[src/rtl/cp0_unit_if.sv]
`timescale 1ns/1ps
`default_nettype none
// ============================================================================
// Module      : cp0_unit_if
// Description : Pipeline-side bus of the CP0 unit. The hazard/control logic
//               drives exception entry, eret, MTC0 and the MFC0 read address.
//               CP0 returns the read data, the EPC restore address and the
//               qualified interrupt request.
// Ports (master = pipeline, slave = cp0_unit):
//   stall_i             memory stall, freezes pipeline-originated writes
//   exc_w_en/exc_code/exc_epc   exception entry strobe, ExcCode, return PC
//   eret                eret in MEM stage
//   mtc0_en/mtc0_addr/mtc0_data MTC0 write port
//   mfc0_addr/mfc0_data MFC0 read port (combinational data)
//   epc_o               current EPC
//   cp0_intr            qualified interrupt request
// Revision    : 1.0 - initial release
// ============================================================================
interface cp0_unit_if;
  logic        stall_i;
  logic        exc_w_en;
  logic [4:0]  exc_code;
  logic [31:0] exc_epc;
  logic        eret;
  logic        mtc0_en;
  logic [4:0]  mtc0_addr;
  logic [31:0] mtc0_data;
  logic [4:0]  mfc0_addr;
  logic [31:0] mfc0_data;
  logic [31:0] epc_o;
  logic        cp0_intr;

  modport master (
    output stall_i, exc_w_en, exc_code, exc_epc, eret,
           mtc0_en, mtc0_addr, mtc0_data, mfc0_addr,
    input  mfc0_data, epc_o, cp0_intr
  );

  modport slave (
    input  stall_i, exc_w_en, exc_code, exc_epc, eret,
           mtc0_en, mtc0_addr, mtc0_data, mfc0_addr,
    output mfc0_data, epc_o, cp0_intr
  );
endinterface
`default_nettype wire

[src/rtl/cp0_unit.sv]
`timescale 1ns/1ps
`default_nettype none
// ============================================================================
// Module      : cp0_unit
// Description : Coprocessor-0 register file and interrupt source for the
//               5-stage MIPS pipeline. Holds Count, Compare, Status, Cause
//               and EPC, services MTC0/MFC0, runs the Count/Compare timer and
//               qualifies the interrupt request.
// Ports:
//   clk      core clock, all state updates on posedge
//   reset    asynchronous, active-high reset
//   hw_intr  external level interrupt lines (asynchronous to clk)
//   bus      pipeline bus (cp0_unit_if.slave)
// Revision    : 1.0 - initial release
// ============================================================================
module cp0_unit #(
  parameter int          TICK_DIV    = 2,
  parameter logic [31:0] COMPARE_RST = 32'hFFFF_FFFF
) (
  input  logic         clk,
  input  logic         reset,
  input  logic [4:0]   hw_intr,
  cp0_unit_if.slave    bus
);

  localparam int            TW         = (TICK_DIV > 1) ? $clog2(TICK_DIV) : 1;
  localparam logic [TW-1:0] TICK_LAST  = TW'(TICK_DIV - 1);
  localparam logic [4:0]    ADDR_COUNT   = 5'd9;
  localparam logic [4:0]    ADDR_COMPARE = 5'd11;
  localparam logic [4:0]    ADDR_STATUS  = 5'd12;
  localparam logic [4:0]    ADDR_CAUSE   = 5'd13;
  localparam logic [4:0]    ADDR_EPC     = 5'd14;

  logic [4:0]    sync_1, sync_2;
  logic [TW-1:0] tick;
  logic [31:0]   count, compare, epc;
  logic          timer_pend;
  logic          ie, exl;
  logic [7:0]    im;
  logic [4:0]    exc_code_r;
  logic [1:0]    ip_sw;
  logic [7:0]    ip;

  // Pipeline-originated writes are frozen while stalled; the pipeline
  // re-presents them once the stall releases.
  logic exc_go, eret_go, mtc_go;
  logic wr_count, wr_compare, wr_status, wr_cause, wr_epc;

  assign exc_go     = bus.exc_w_en & ~bus.stall_i;
  assign eret_go    = bus.eret     & ~bus.stall_i;
  assign mtc_go     = bus.mtc0_en  & ~bus.stall_i;
  assign wr_count   = mtc_go & (bus.mtc0_addr == ADDR_COUNT);
  assign wr_compare = mtc_go & (bus.mtc0_addr == ADDR_COMPARE);
  assign wr_status  = mtc_go & (bus.mtc0_addr == ADDR_STATUS);
  assign wr_cause   = mtc_go & (bus.mtc0_addr == ADDR_CAUSE);
  assign wr_epc     = mtc_go & (bus.mtc0_addr == ADDR_EPC);

  // IP7 timer, IP6..IP2 synchronised hardware lines (level), IP1..IP0 software
  assign ip = {timer_pend, sync_2, ip_sw};

  // Two-flop synchroniser on the external lines
  always_ff @(posedge clk or posedge reset) begin
    if (reset) begin
      sync_1 <= '0;
      sync_2 <= '0;
    end else begin
      sync_1 <= hw_intr;
      sync_2 <= sync_1;
    end
  end

  // Timer: runs regardless of stall and EXL
  always_ff @(posedge clk or posedge reset) begin
    if (reset) begin
      tick       <= '0;
      count      <= '0;
      compare    <= COMPARE_RST;
      timer_pend <= 1'b0;
    end else begin
      if (wr_count) begin
        count <= bus.mtc0_data;
        tick  <= '0;
      end else if (tick == TICK_LAST) begin
        count <= count + 32'd1;
        tick  <= '0;
      end else begin
        tick  <= tick + TW'(1);
      end

      // A Compare write clears pending and wins over a same-cycle match
      if (wr_compare) begin
        compare    <= bus.mtc0_data;
        timer_pend <= 1'b0;
      end else if (count == compare) begin
        timer_pend <= 1'b1;
      end
    end
  end

  // Status / Cause / EPC. Exception entry owns EXL, ExcCode and EPC; the
  // non-conflicting MTC0 fields (IE, IM, IP[1:0]) still apply alongside it.
  always_ff @(posedge clk or posedge reset) begin
    if (reset) begin
      ie         <= 1'b0;
      exl        <= 1'b0;
      im         <= '0;
      exc_code_r <= '0;
      ip_sw      <= '0;
      epc        <= '0;
    end else begin
      if (wr_status) begin
        ie <= bus.mtc0_data[0];
        im <= bus.mtc0_data[15:8];
      end

      if (exc_go)
        exl <= 1'b1;
      else if (wr_status)
        exl <= bus.mtc0_data[1];
      else if (eret_go)
        exl <= 1'b0;

      if (exc_go)
        exc_code_r <= bus.exc_code;

      if (wr_cause)
        ip_sw <= bus.mtc0_data[9:8];

      if (exc_go)
        epc <= bus.exc_epc;
      else if (wr_epc)
        epc <= bus.mtc0_data;
    end
  end

  // MFC0 read: current state only, no bypass of a same-cycle write
  always_comb begin
    bus.mfc0_data = '0;
    case (bus.mfc0_addr)
      ADDR_COUNT:   bus.mfc0_data = count;
      ADDR_COMPARE: bus.mfc0_data = compare;
      ADDR_STATUS:  bus.mfc0_data = {16'd0, im, 6'd0, exl, ie};
      ADDR_CAUSE:   bus.mfc0_data = {16'd0, ip, 1'b0, exc_code_r, 2'd0};
      ADDR_EPC:     bus.mfc0_data = epc;
      default:      bus.mfc0_data = '0;
    endcase
  end

  assign bus.epc_o    = epc;
  assign bus.cp0_intr = ie & ~exl & (|(ip & im)) & ~bus.stall_i & ~bus.eret;

endmodule
`default_nettype wire

[src/flat_wrapper.sv]
// flat-port wrapper written by rule: the top's interface ports become plain ports
module cp0_unit_flat 
#(
  parameter int          TICK_DIV    = 2,
  parameter logic [31:0] COMPARE_RST = 32'hFFFF_FFFF
)
  (clk, reset, hw_intr, bus_stall_i, bus_exc_w_en, bus_exc_code, bus_exc_epc, bus_eret, bus_mtc0_en, bus_mtc0_addr, bus_mtc0_data, bus_mfc0_addr, bus_mfc0_data, bus_epc_o, bus_cp0_intr);
  cp0_unit_if bus_i ();
  input  logic clk;
  input  logic reset;
  input  logic [4:0] hw_intr;
  input wire logic [$bits(bus_i.stall_i)-1:0] bus_stall_i;
  input wire logic [$bits(bus_i.exc_w_en)-1:0] bus_exc_w_en;
  input wire logic [$bits(bus_i.exc_code)-1:0] bus_exc_code;
  input wire logic [$bits(bus_i.exc_epc)-1:0] bus_exc_epc;
  input wire logic [$bits(bus_i.eret)-1:0] bus_eret;
  input wire logic [$bits(bus_i.mtc0_en)-1:0] bus_mtc0_en;
  input wire logic [$bits(bus_i.mtc0_addr)-1:0] bus_mtc0_addr;
  input wire logic [$bits(bus_i.mtc0_data)-1:0] bus_mtc0_data;
  input wire logic [$bits(bus_i.mfc0_addr)-1:0] bus_mfc0_addr;
  output wire logic [$bits(bus_i.mfc0_data)-1:0] bus_mfc0_data;
  output wire logic [$bits(bus_i.epc_o)-1:0] bus_epc_o;
  output wire logic [$bits(bus_i.cp0_intr)-1:0] bus_cp0_intr;
  assign bus_i.stall_i = bus_stall_i;
  assign bus_i.exc_w_en = bus_exc_w_en;
  assign bus_i.exc_code = bus_exc_code;
  assign bus_i.exc_epc = bus_exc_epc;
  assign bus_i.eret = bus_eret;
  assign bus_i.mtc0_en = bus_mtc0_en;
  assign bus_i.mtc0_addr = bus_mtc0_addr;
  assign bus_i.mtc0_data = bus_mtc0_data;
  assign bus_i.mfc0_addr = bus_mfc0_addr;
  assign bus_mfc0_data = bus_i.mfc0_data;
  assign bus_epc_o = bus_i.epc_o;
  assign bus_cp0_intr = bus_i.cp0_intr;
  cp0_unit #(.TICK_DIV(TICK_DIV), .COMPARE_RST(COMPARE_RST)) u_core (.clk(clk), .reset(reset), .hw_intr(hw_intr), .bus(bus_i));
endmodule
[config.mk]
export PLATFORM = sky130hd
export DESIGN_NAME = cp0_unit_flat
export DESIGN_NICKNAME = d
export VERILOG_FILES = /design/src/rtl/cp0_unit_if.sv /design/src/rtl/cp0_unit.sv /design/src/flat_wrapper.sv
export SDC_FILE = /design/constraint.sdc
export NUM_CORES = 1
export LEC_CHECK = 0
export BUFFER_PORTS_ARGS = -buffer_cell sky130_fd_sc_hd__buf_4
export CAP_MARGIN = 5
export CORE_MARGIN = 2
export CORE_UTILIZATION = 49
export DETAILED_ROUTE_END_ITERATION = 10
export HOLD_SLACK_MARGIN = 0.08
export PLACE_DENSITY = 0.84
export SYNTH_ARGS = -nofsm -noshare
export SYNTH_HDL_FRONTEND = slang
export SYNTH_SLANG_ARGS = --single-unit
[constraint.sdc]
create_clock -name clk -period 4.1 [get_ports clk]
set_clock_uncertainty 0.2 [all_clocks]
set_input_delay 0.41 -clock clk [delete_from_list [all_inputs] [get_ports clk]]
set_output_delay 0.41 -clock clk [all_outputs]
set_load 0.03 [all_outputs]
==> impl_results.md, run 1 <==
- Status: finished, final reports clean
- Antenna violations before repair: 0
- CTS tree: done
- Cts repair resizes: 0
- CP Cell Sequence: or4b_2, a31oi_1, buf_4
- Slowest CP cell: or4b_2
- Main flop type after synthesis: dfrtp_1
- Post-DP HPWL: 13.1 mm
- Max Clk Rate: 387 MHz
- Area leader, netlist: dfrtp_1
- Crit path DAT: 1.98 ns
- Share of the synthesized area in the top cell type: 35.3%
- Crit path capture type: output pin
- Num CTS Buffers: 17
- RSZ-0062 raised after global routing: no
- Initial core utilization: 50.0%
- Critical R2R Capture: u_core.count[20]$_DFFE_PP0N_
- CTS Buffer Depth: 2
- Tmin final: 2.59 ns
- Die area: 0.0144 mm^2
- Pwr/cell area: 424 mW/mm^2
- Iteration-0 DRC Markers: 775
- Drt drc: 0
- RePlAce Congestion: 0.954
- H-tree depth: 4
- Worst hold start: u_core.sync_1[3]$_DFF_PP0_
- Slew @ Worst Pin: 0.910 ns
- Number of synthesized register bits: 125
- Bufs and invs on worst path: 1
- Worst hold-check path type: register to register
- Worst path top cell family by delay: simple AND/OR/NAND/NOR gates
- Detailed Route WL: 19.5 mm
- DR vias: 5966
- Slew margin rel.: 39.2%
- Syn Inst Count: 630
- GRT Residual Overflow: 0
- Core area: 0.0132 mm^2
- Clock Sinks: 125
- Via density: 5.75
- Layout cell share with drive strength beyond 1: 33.9%
- Syn Std Cell Area: 0.00659 mm^2
- Slew Limit Fails: 0
- CTS root buffer: clkbuf_16
- Post-route setup TNS: 0 ns
- Global-route total usage across every layer: 28.0%
- Critical R2R Launch: u_core.count[0]$_DFFE_PP0N_
- Share of the yosys chip area belonging to registers: 48.1%
- Hold Path Cell Cnt: 0
- Vias in the first global route: 6162
- First-pass GRT wire length: 31.4 mm
- Largest cells by area after synthesis: dfrtp_1 35%, dfstp_2 13%, mux2_2 8.2%, xor2_1 6.6%, nand2_1 5.1%
- Startpoint class of the critical path: register
- Placed cell count: 931
- Ys async rst share: 100%
- Max-Cap Viols: 0
- Drt wl/cell: 18.8 um
- Setup CP Type: register to output pin
- IO buf count: 154
- Area Overhead vs Synth: 39.6%
- # diodes: 0
- DIE WIDTH: 120 um
- Max incr delay on CP: 0.68 ns
- Final Hold Viols: 0
- Number of I/O pins: 155
- Mean Syn Cell Area: 10.5 um^2
- Clock transition at path regs: 0.05 ns
- Count of cell types in the netlist: 49
- Non-filler cells, final: 1038
- R2r worst-path depth: 6
- Setup violators final: 0
- Static Leak: 4.41 nW
- EDFF count, synth: 0
- Critical path peak fanout: 3
- VDD IR max: 0.000294 V
- Crit path depth: 3
- Worst R2R Setup Slack: 1.65 ns
- Hold endpoint: u_core.sync_2[3]$_DFF_PP0_
- Mapped Nets: 721
- Final ANT Viol Nets: 0
- Most frequent cells after synthesis: 93 x dfrtp_1, 90 x nand2_1, 58 x o21ai_0
- Row count: 42
- Cell with the most instances after synthesis: dfrtp_1
- WP data required: 3.49 ns
- Pin count of the biggest net entering global routing: 75
- Nets: 940
- Crit share post-route: 63.1%
- Clk_lat worst skew: 0.42 ns
- Synth warn: 0
- DR pass1 iterations: 6
- Chip Height: 120 um
- Fill cell count: 926
cell type report:
class	count	area [um^2]	share of cell area [%]
clock buffers	25	485	5.28
clock inverters	7	65.1	0.707
inverters	21	81.3	0.884
multi-input cells	440	3160	34.3
flip-flops and latches	125	3170	34.4
well taps	176	220	2.39
repair buffers	244	2020	22.0
sequential cells by signal, indices dropped and copies added, names as in the netlist:
signal and count:
u_core.tick 1, u_core.ip_sw 2, u_core.sync_2 5, u_core.sync_1 5
u_core.count 32, u_core.timer_pend 1, u_core.exl 1, u_core.im 8
u_core.ie 1, u_core.compare 32, u_core.exc_code_r 5, u_core.bus.epc_o 32
worst reg2reg max path, cell delays in order (launching register included):
cell	delay, ns
dfrtp_1	0.48
ha_1	0.27
nand3_1	0.15
nor3_1	0.65
nand4_1	0.21
xor2_1	0.18
o21ai_0	0.19
per-stage QoR:
stage	setup WS [ns]	util (%)	hold slack, ns	power [mW]	instance area, um^2
6_report	1.51	69.7	0.148	3.90	9200
5_1_grt	1.43	69.7	0.155	4.07	9200
4_1_cts	1.55	69.7	0.150	3.91	9200
3_5_place_dp	1.49	59.9	0.138	2.45	7900
3_3_place_gp	1.62	59.9	0.134	2.41	7900
2_1_floorplan	0.215	-	0.131	2.15	6590
power by group:
group	internal [mW]	switching [mW]
combinational	0.382	0.407
clock	0.876	0.521
sequential	1.45	0.264
total	2.71	1.19
per-layer routing:
| metal | vias to the layer above | part of all wire [%] | GRT usage [%] |
|---|---|---|---|
| met4 | 0 | 2.6 | 11.8 |
| met2 | 278 | 49 | 46.4 |
| li1 | 2727 | - | - |
| met3 | 45 | 7.6 | 6.27 |
| met5 | - | 0 | 0 |
| met1 | 2916 | 41 | 35.3 |
cells in the final DEF (no fill, tap or decap), types with 2 or more instances in the layout:
cell type,count
or4_1,3
nor2_1,11
nor4_1,9
mux2_2,48
dlygate4sd3_1,75
nand2b_1,2
a22oi_1,24
clkbuf_16,17
dfstp_2,32
clkbuf_8,3
nor3_1,4
dfrtp_1,93
clkbuf_1,5
nand4b_1,2
xnor2_1,10
and4_1,3
and3_1,6
mux2i_1,33
o21ai_2,2
nand4_1,16
o21ai_0,58
nand3_1,20
a222oi_1,25
buf_4,169
nor4_2,2
nand2_1,90
xor2_1,50
clkinvlp_4,2
nor4b_2,2
inv_1,20
clkinv_2,4
cell families after synthesis:
family | share of synthesized area, %
simple gates | 14.2
flops | 48.1
compound gates | 12.0
mux | 13.2
buf+inv | 4.42
xor+xnor | 7.97
fa+ha+maj | 0.190
how the worst max path moves through the flow:
stage	start	end	slack, ns
2_1_floorplan	reset	u_core.bus.epc_o[0]$_DFFE_PP0P_	0.22
3_3_place_gp	bus_stall_i	u_core.count[29]$_DFFE_PP0N_	1.62
3_5_place_dp	bus_stall_i	u_core.count[29]$_DFFE_PP0N_	1.49
4_1_cts	u_core.exl$_DFFE_PP0P_	bus_cp0_intr	1.55
5_1_grt	u_core.count[0]$_DFFE_PP0N_	u_core.count[20]$_DFFE_PP0N_	1.43
6_report	u_core.exl$_DFFE_PP0P_	bus_cp0_intr	1.51
what timing repair did:
item / in CTS / in global routing
hold endpoints to repair: 171 / 0
buffers inserted: 0 / 0
hold buffers: 75 / 0
(Power assumes the default switching activity.)
==> inputs of run 2 (changes only) <==
==> constraint.sdc (replaced) <==
create_clock -name clk -period 2.2 [get_ports clk]
set_clock_uncertainty 0.2 [all_clocks]
set_input_delay 0.22 -clock clk [delete_from_list [all_inputs] [get_ports clk]]
set_output_delay 0.22 -clock clk [all_outputs]
set_load 0.03 [all_outputs]
==> run 2 against run 1 <==
Effect of this change: sequential power grew 83%; largest cell class unchanged; critical path type unchanged; largest power group unchanged; critical path depth is the same; clock power grew 110%; routed wire length grew 12%; via count grew 7.0%; flip-flop and latch count is the same; final area grew 7.6%.
==> impl_results.md, run 2 (synthesis results as in run 1) <==
- Number of I/O pins: 155
- Total power draw: 7.91 mW
- # diodes: 0
- Chip Height: 120 um
- Layout cell share with drive strength beyond 1: 33.9%
- Clk_lat worst skew: 0.42 ns
- Final ANT Viol Nets: 0
- Row count: 42
- Global-route total usage across every layer: 31.0%
- Initial core utilization: 50.0%
- Nets: 1000
- Startpoint class of the critical path: register
- Crit share post-route: 98.1%
- Crit path DAT: 1.74 ns
- Post-CTS Setup Inserts: 0
- IO buf count: 154
- Clock transition at path regs: 0.06 ns
- Slew margin rel.: 53.3%
- CTS root buffer: clkbuf_16
- CTS Buffer Depth: 2
- Critical R2R Launch: u_core.count[7]$_DFFE_PP0N_
- Post-DP HPWL: 13.4 mm
- Final Instance Area: 0.00989 mm^2
- Max Clk Rate: 463 MHz
- CTS tree: done
- Drt drc: 0
- First-pass GRT wire length: 34.3 mm
- DR pass1 iterations: 6
- Slew Limit Fails: 0
- Status: finished, final reports clean
- Post-DP Area: 0.00808 mm^2
- Iteration-0 DRC Markers: 658
- Num CTS Buffers: 17
- Die area: 0.0144 mm^2
- Setup violators final: 0
- Max-Cap Viols: 0
- VDD IR max: 0.000598 V
- Clock Sinks: 125
- Post-route setup TNS: 0 ns
- Final Hold Viols: 0
- Crit path capture: bus_cp0_intr
- Setup CP Type: register to output pin
- Slack of the critical path: 0.0413 ns
- Area Overhead vs Synth: 50.1%
- H-tree depth: 4
- Most frequent cells in the layout: 182 x buf_4, 118 x dlygate4sd3_1, 93 x dfrtp_1
- Detailed Route WL: 21.8 mm
- Drt wl/cell: 19.8 um
- RePlAce Congestion: 0.968
- Setup WS pre-CTS: 0.150 ns
- Critical path peak fanout: 3
- Pin count of the biggest net entering global routing: 126
- WP data required: 1.78 ns
- Crit path capture type: output pin
- Core area: 0.0132 mm^2
- Static Leak: 4.74 nW
- Critical R2R Capture: u_core.count[29]$_DFFE_PP0N_
- Worst R2R Setup Slack: 0.10 ns
- Antenna violations before repair: 0
- Most common cell after layout, fill and taps aside: buf_4
- GRT Residual Overflow: 0
- Worst hold-check path type: register to register
- DIE WIDTH: 120 um
- DR vias: 6381
- Tmin final: 2.16 ns
- Pwr/cell area: 800 mW/mm^2
- CP startpoint: u_core.exl$_DFFE_PP0P_
- RSZ-0062 raised after global routing: no
- Slew @ Worst Pin: 0.700 ns
- Vias in the first global route: 6531
- Via density: 5.81
- R2r worst-path depth: 5
==> run 2: critical path, stage by stage, from the launching register on <==
cell and delay (ns):
dfrtp_1 0.39, or4b_4 0.56, a31oi_2 0.18, buf_4 0.19
==> run 2: metal layers <==
layer	up-vias	track usage [%]	routed length, um
met5	-	0	0
met4	0	14.8	810
met3	68	7.84	1660
met2	354	51.3	10800
met1	3112	37.8	8520
li1	2847	-	-
==> run 2: area by class of cell <==
cell class	count	area, um^2
flip-flops and latches	125	3170
multi-input cells	440	3170
inverters	21	82.6
well taps	176	220
fillers	832	3300
repair buffers	304	2630
clock buffers	21	460
clock inverters	11	165
==> run 2: repair_timing <==
action,in CTS,in global routing
resized for setup,1,1
endpoints found under the setup margin,1,1
pin swaps,0,0
hold buffers,118,0
endpoints found under the hold margin,211,0
==> run 2: metrics by stage <==
stage	utilization, %	cells	hold WS (ns)
6_report	75.0	1098	0.147
3_3_place_gp	61.2	948	0.131
3_5_place_dp	61.2	948	0.131
4_1_cts	74.9	1098	0.134
2_1_floorplan	-	630	0.0514
5_1_grt	75.0	1098	0.152
==> run 2: power by group <==
group	total (mW)	leakage, nW	switching (mW)	internal, mW
combinational	1.77	2.96	0.883	0.887
sequential	3.15	1.49	0.440	2.71
clock	2.99	0.295	1.04	1.95
==> run 2: how the worst min path moves through the flow <==
stage / cells after the start / slack (ns) / start / end
finish: 0 / 0.15 / u_core.sync_1[1]$_DFF_PP0_ / u_core.sync_2[1]$_DFF_PP0_
global route: 0 / 0.15 / u_core.sync_1[1]$_DFF_PP0_ / u_core.sync_2[1]$_DFF_PP0_
CTS: 3 / 0.13 / bus_mtc0_addr[0] / u_core.count[18]$_DFFE_PP0N_
global placement: 1 / 0.13 / hw_intr[2] / u_core.sync_1[2]$_DFF_PP0_
detailed placement: 1 / 0.13 / hw_intr[1] / u_core.sync_1[1]$_DFF_PP0_
floorplan: 0 / 0.05 / hw_intr[0] / u_core.sync_1[0]$_DFF_PP0_
==> inputs of run 3 (changes only) <==
--- a/config.mk
+++ b/config.mk
@@ -5,13 +5,13 @@
 export SDC_FILE = /design/constraint.sdc
 export NUM_CORES = 1
 export LEC_CHECK = 0
-export BUFFER_PORTS_ARGS = -buffer_cell sky130_fd_sc_hd__buf_4
 export CAP_MARGIN = 5
 export CORE_MARGIN = 2
-export CORE_UTILIZATION = 49
+export CORE_UTILIZATION = 58
 export DETAILED_ROUTE_END_ITERATION = 10
+export DONT_BUFFER_PORTS = 1
 export HOLD_SLACK_MARGIN = 0.08
-export PLACE_DENSITY = 0.84
+export PLACE_DENSITY = 0.83
 export SYNTH_ARGS = -nofsm -noshare
 export SYNTH_HDL_FRONTEND = slang
 export SYNTH_SLANG_ARGS = --single-unit
==> run 3 against run 2 <==
Effect of this change: count of clock-buffer cells in the layout unchanged; sequential share of layout area up 3.3 points; final cell count is 16% lower; largest power group unchanged.
==> impl_results.md, run 3 (synthesis results as in run 1) <==
- Layout cell share with drive strength beyond 1: 21.2%
- Drt wl/cell: 24.4 um
- DR vias: 6272
- Crit path DAT: 2.33 ns
- R2r worst-path depth: 5
- Global-route total usage across every layer: 36.2%
- Worst R2R Setup Slack: 0.02 ns
- Static Leak: 4.04 nW
- Total power draw: 8.04 mW
- Chip Height: 111 um
- Critical R2R Launch: u_core.count[5]$_DFFE_PP0N_
- # diodes: 0
- Hold Path Cell Cnt: 4
- Post-DP Area: 0.00692 mm^2
- Hold endpoint: u_core.bus.epc_o[23]$_DFFE_PP0P_
- Most frequent cells in the layout: 132 x dlygate4sd3_1, 91 x dfrtp_1, 90 x nand2_1
- Pwr/cell area: 895 mW/mm^2
- Nets: 862
- Detailed Route WL: 22.5 mm
- Register area: 0.00317 mm^2
- IO buf count: 0
- Multi-input gate area: 0.00319 mm^2
- DIE WIDTH: 111 um
- RePlAce Congestion: 0.853
- Critical path peak fanout: 6
- Setup WS pre-CTS: 0.179 ns
- Setup CP Type: register to register
- Slack of the critical path: 0.0203 ns
- Most common cell after layout, fill and taps aside: dlygate4sd3_1
- CTS tree: done
- Worst hold-check path type: primary input to register
- First-pass GRT wire length: 35.0 mm
- Drt drc: 0
- Max Clk Rate: 459 MHz
- Worst hold start: bus_stall_i
- Critical R2R Capture: u_core.count[29]$_DFFE_PP0N_
- Iteration-0 DRC Markers: 875
- Clk_lat worst skew: 0.43 ns
- Crit path capture type: register
- VDD IR max: 0.00106 V
- CTS root buffer: clkbuf_16
- H-tree depth: 4
- Post-DP HPWL: 11.7 mm
- Final ANT Viol Nets: 0
- Setup violators final: 0
- Row count: 38
- Crit share post-route: 99.1%
- Slew margin rel.: 54.6%
- Vias in the first global route: 6421
- Area Overhead vs Synth: 36.3%
- Slew @ Worst Pin: 0.680 ns
- Num CTS Buffers: 17
- Status: finished, final reports clean
- DR pass1 iterations: 9
- CTS Buffer Depth: 2
- Clock Sinks: 125
- WP data required: 2.35 ns
- Fill cell count: 536
- CP startpoint: u_core.count[5]$_DFFE_PP0N_
- Tmin final: 2.18 ns
- Core area: 0.0110 mm^2
- Antenna violations before repair: 0
- GRT Residual Overflow: 0
- Slew Limit Fails: 0
- Number of I/O pins: 155
- Initial core utilization: 60.0%
- Via density: 6.79
- Final Hold Viols: 0
- Clock transition at path regs: 0.06 ns
- Die area: 0.0122 mm^2
- Post-route setup TNS: 0 ns
- Startpoint class of the critical path: register
- Max-Cap Viols: 0
- Final Instance Area: 0.00898 mm^2
- Pin count of the biggest net entering global routing: 126
[run 3: how the worst max path moves through the flow]
| stage | endpoint | slack, ns |
|---|---|---|
| detailed placement | u_core.count[29]$_DFFE_PP0N_ | 0.18 |
| global route | u_core.count[10]$_DFFE_PP0N_ | -0.07 |
| global placement | u_core.count[28]$_DFFE_PP0N_ | 0.23 |
| finish | u_core.count[29]$_DFFE_PP0N_ | 0.02 |
| floorplan | u_core.count[28]$_DFFE_PP0N_ | 0.21 |
| CTS | bus_cp0_intr | -0.0000009 |
[run 3: what timing repair did]
| action | in CTS | in global routing |
|---|---|---|
| setup endpoints to repair | 1 | 5 |
| gates cloned | 0 | 1 |
| hold endpoints to repair | 224 | 0 |
| hold buffers | 132 | 0 |
| pin swaps | 0 | 1 |
| gates resized for setup | 1 | 6 |
| buffers inserted | 0 | 1 |
[run 3: per-stage QoR]
step                      std cells  hold WS (ns)  utilization, %
after floorplan                 630        0.0514               -
after global placement          758        0.0515            63.0
after detailed placement        758        0.0515            63.0
after CTS                       922        0.0834            81.4
after global routing            924         0.103            81.8
final                           924        0.0762            81.8
[run 3: worst max-delay path, stage by stage, from the launching register on]
cell and delay, ns:
dfrtp_1 0.53, nand4_4 0.20, nor4_1 0.30, nand3_1 0.23
or4_1 0.54, nand4_1 0.11
[run 3: layout make-up]
cell class / count / share of cell area (%)
Clock inverter: 11 / 2.34
Tap cell: 140 / 1.95
Multi-Input combinational cell: 441 / 35.5
Sequential cell: 125 / 35.3
Inverter: 21 / 0.919
Clock buffer: 21 / 5.35
Timing Repair Buffer: 165 / 18.6
[run 3: power breakdown]
part,switching (mW),internal (mW)
combinational,0.708,0.670
clock,1.05,2.24
sequential,0.655,2.71
[run 3: per-layer routing]
layer / routed length, um / track usage (%) / part of all wire (%) / up-vias
met2: 10400 / 58.9 / 46 / 549
met3: 2360 / 9.93 / 10 / 143
met4: 1430 / 17.9 / 6.4 / 0
met1: 8260 / 44.5 / 37 / 3009
met5: 0 / 0 / 0 / -
li1: - / - / - / 2571
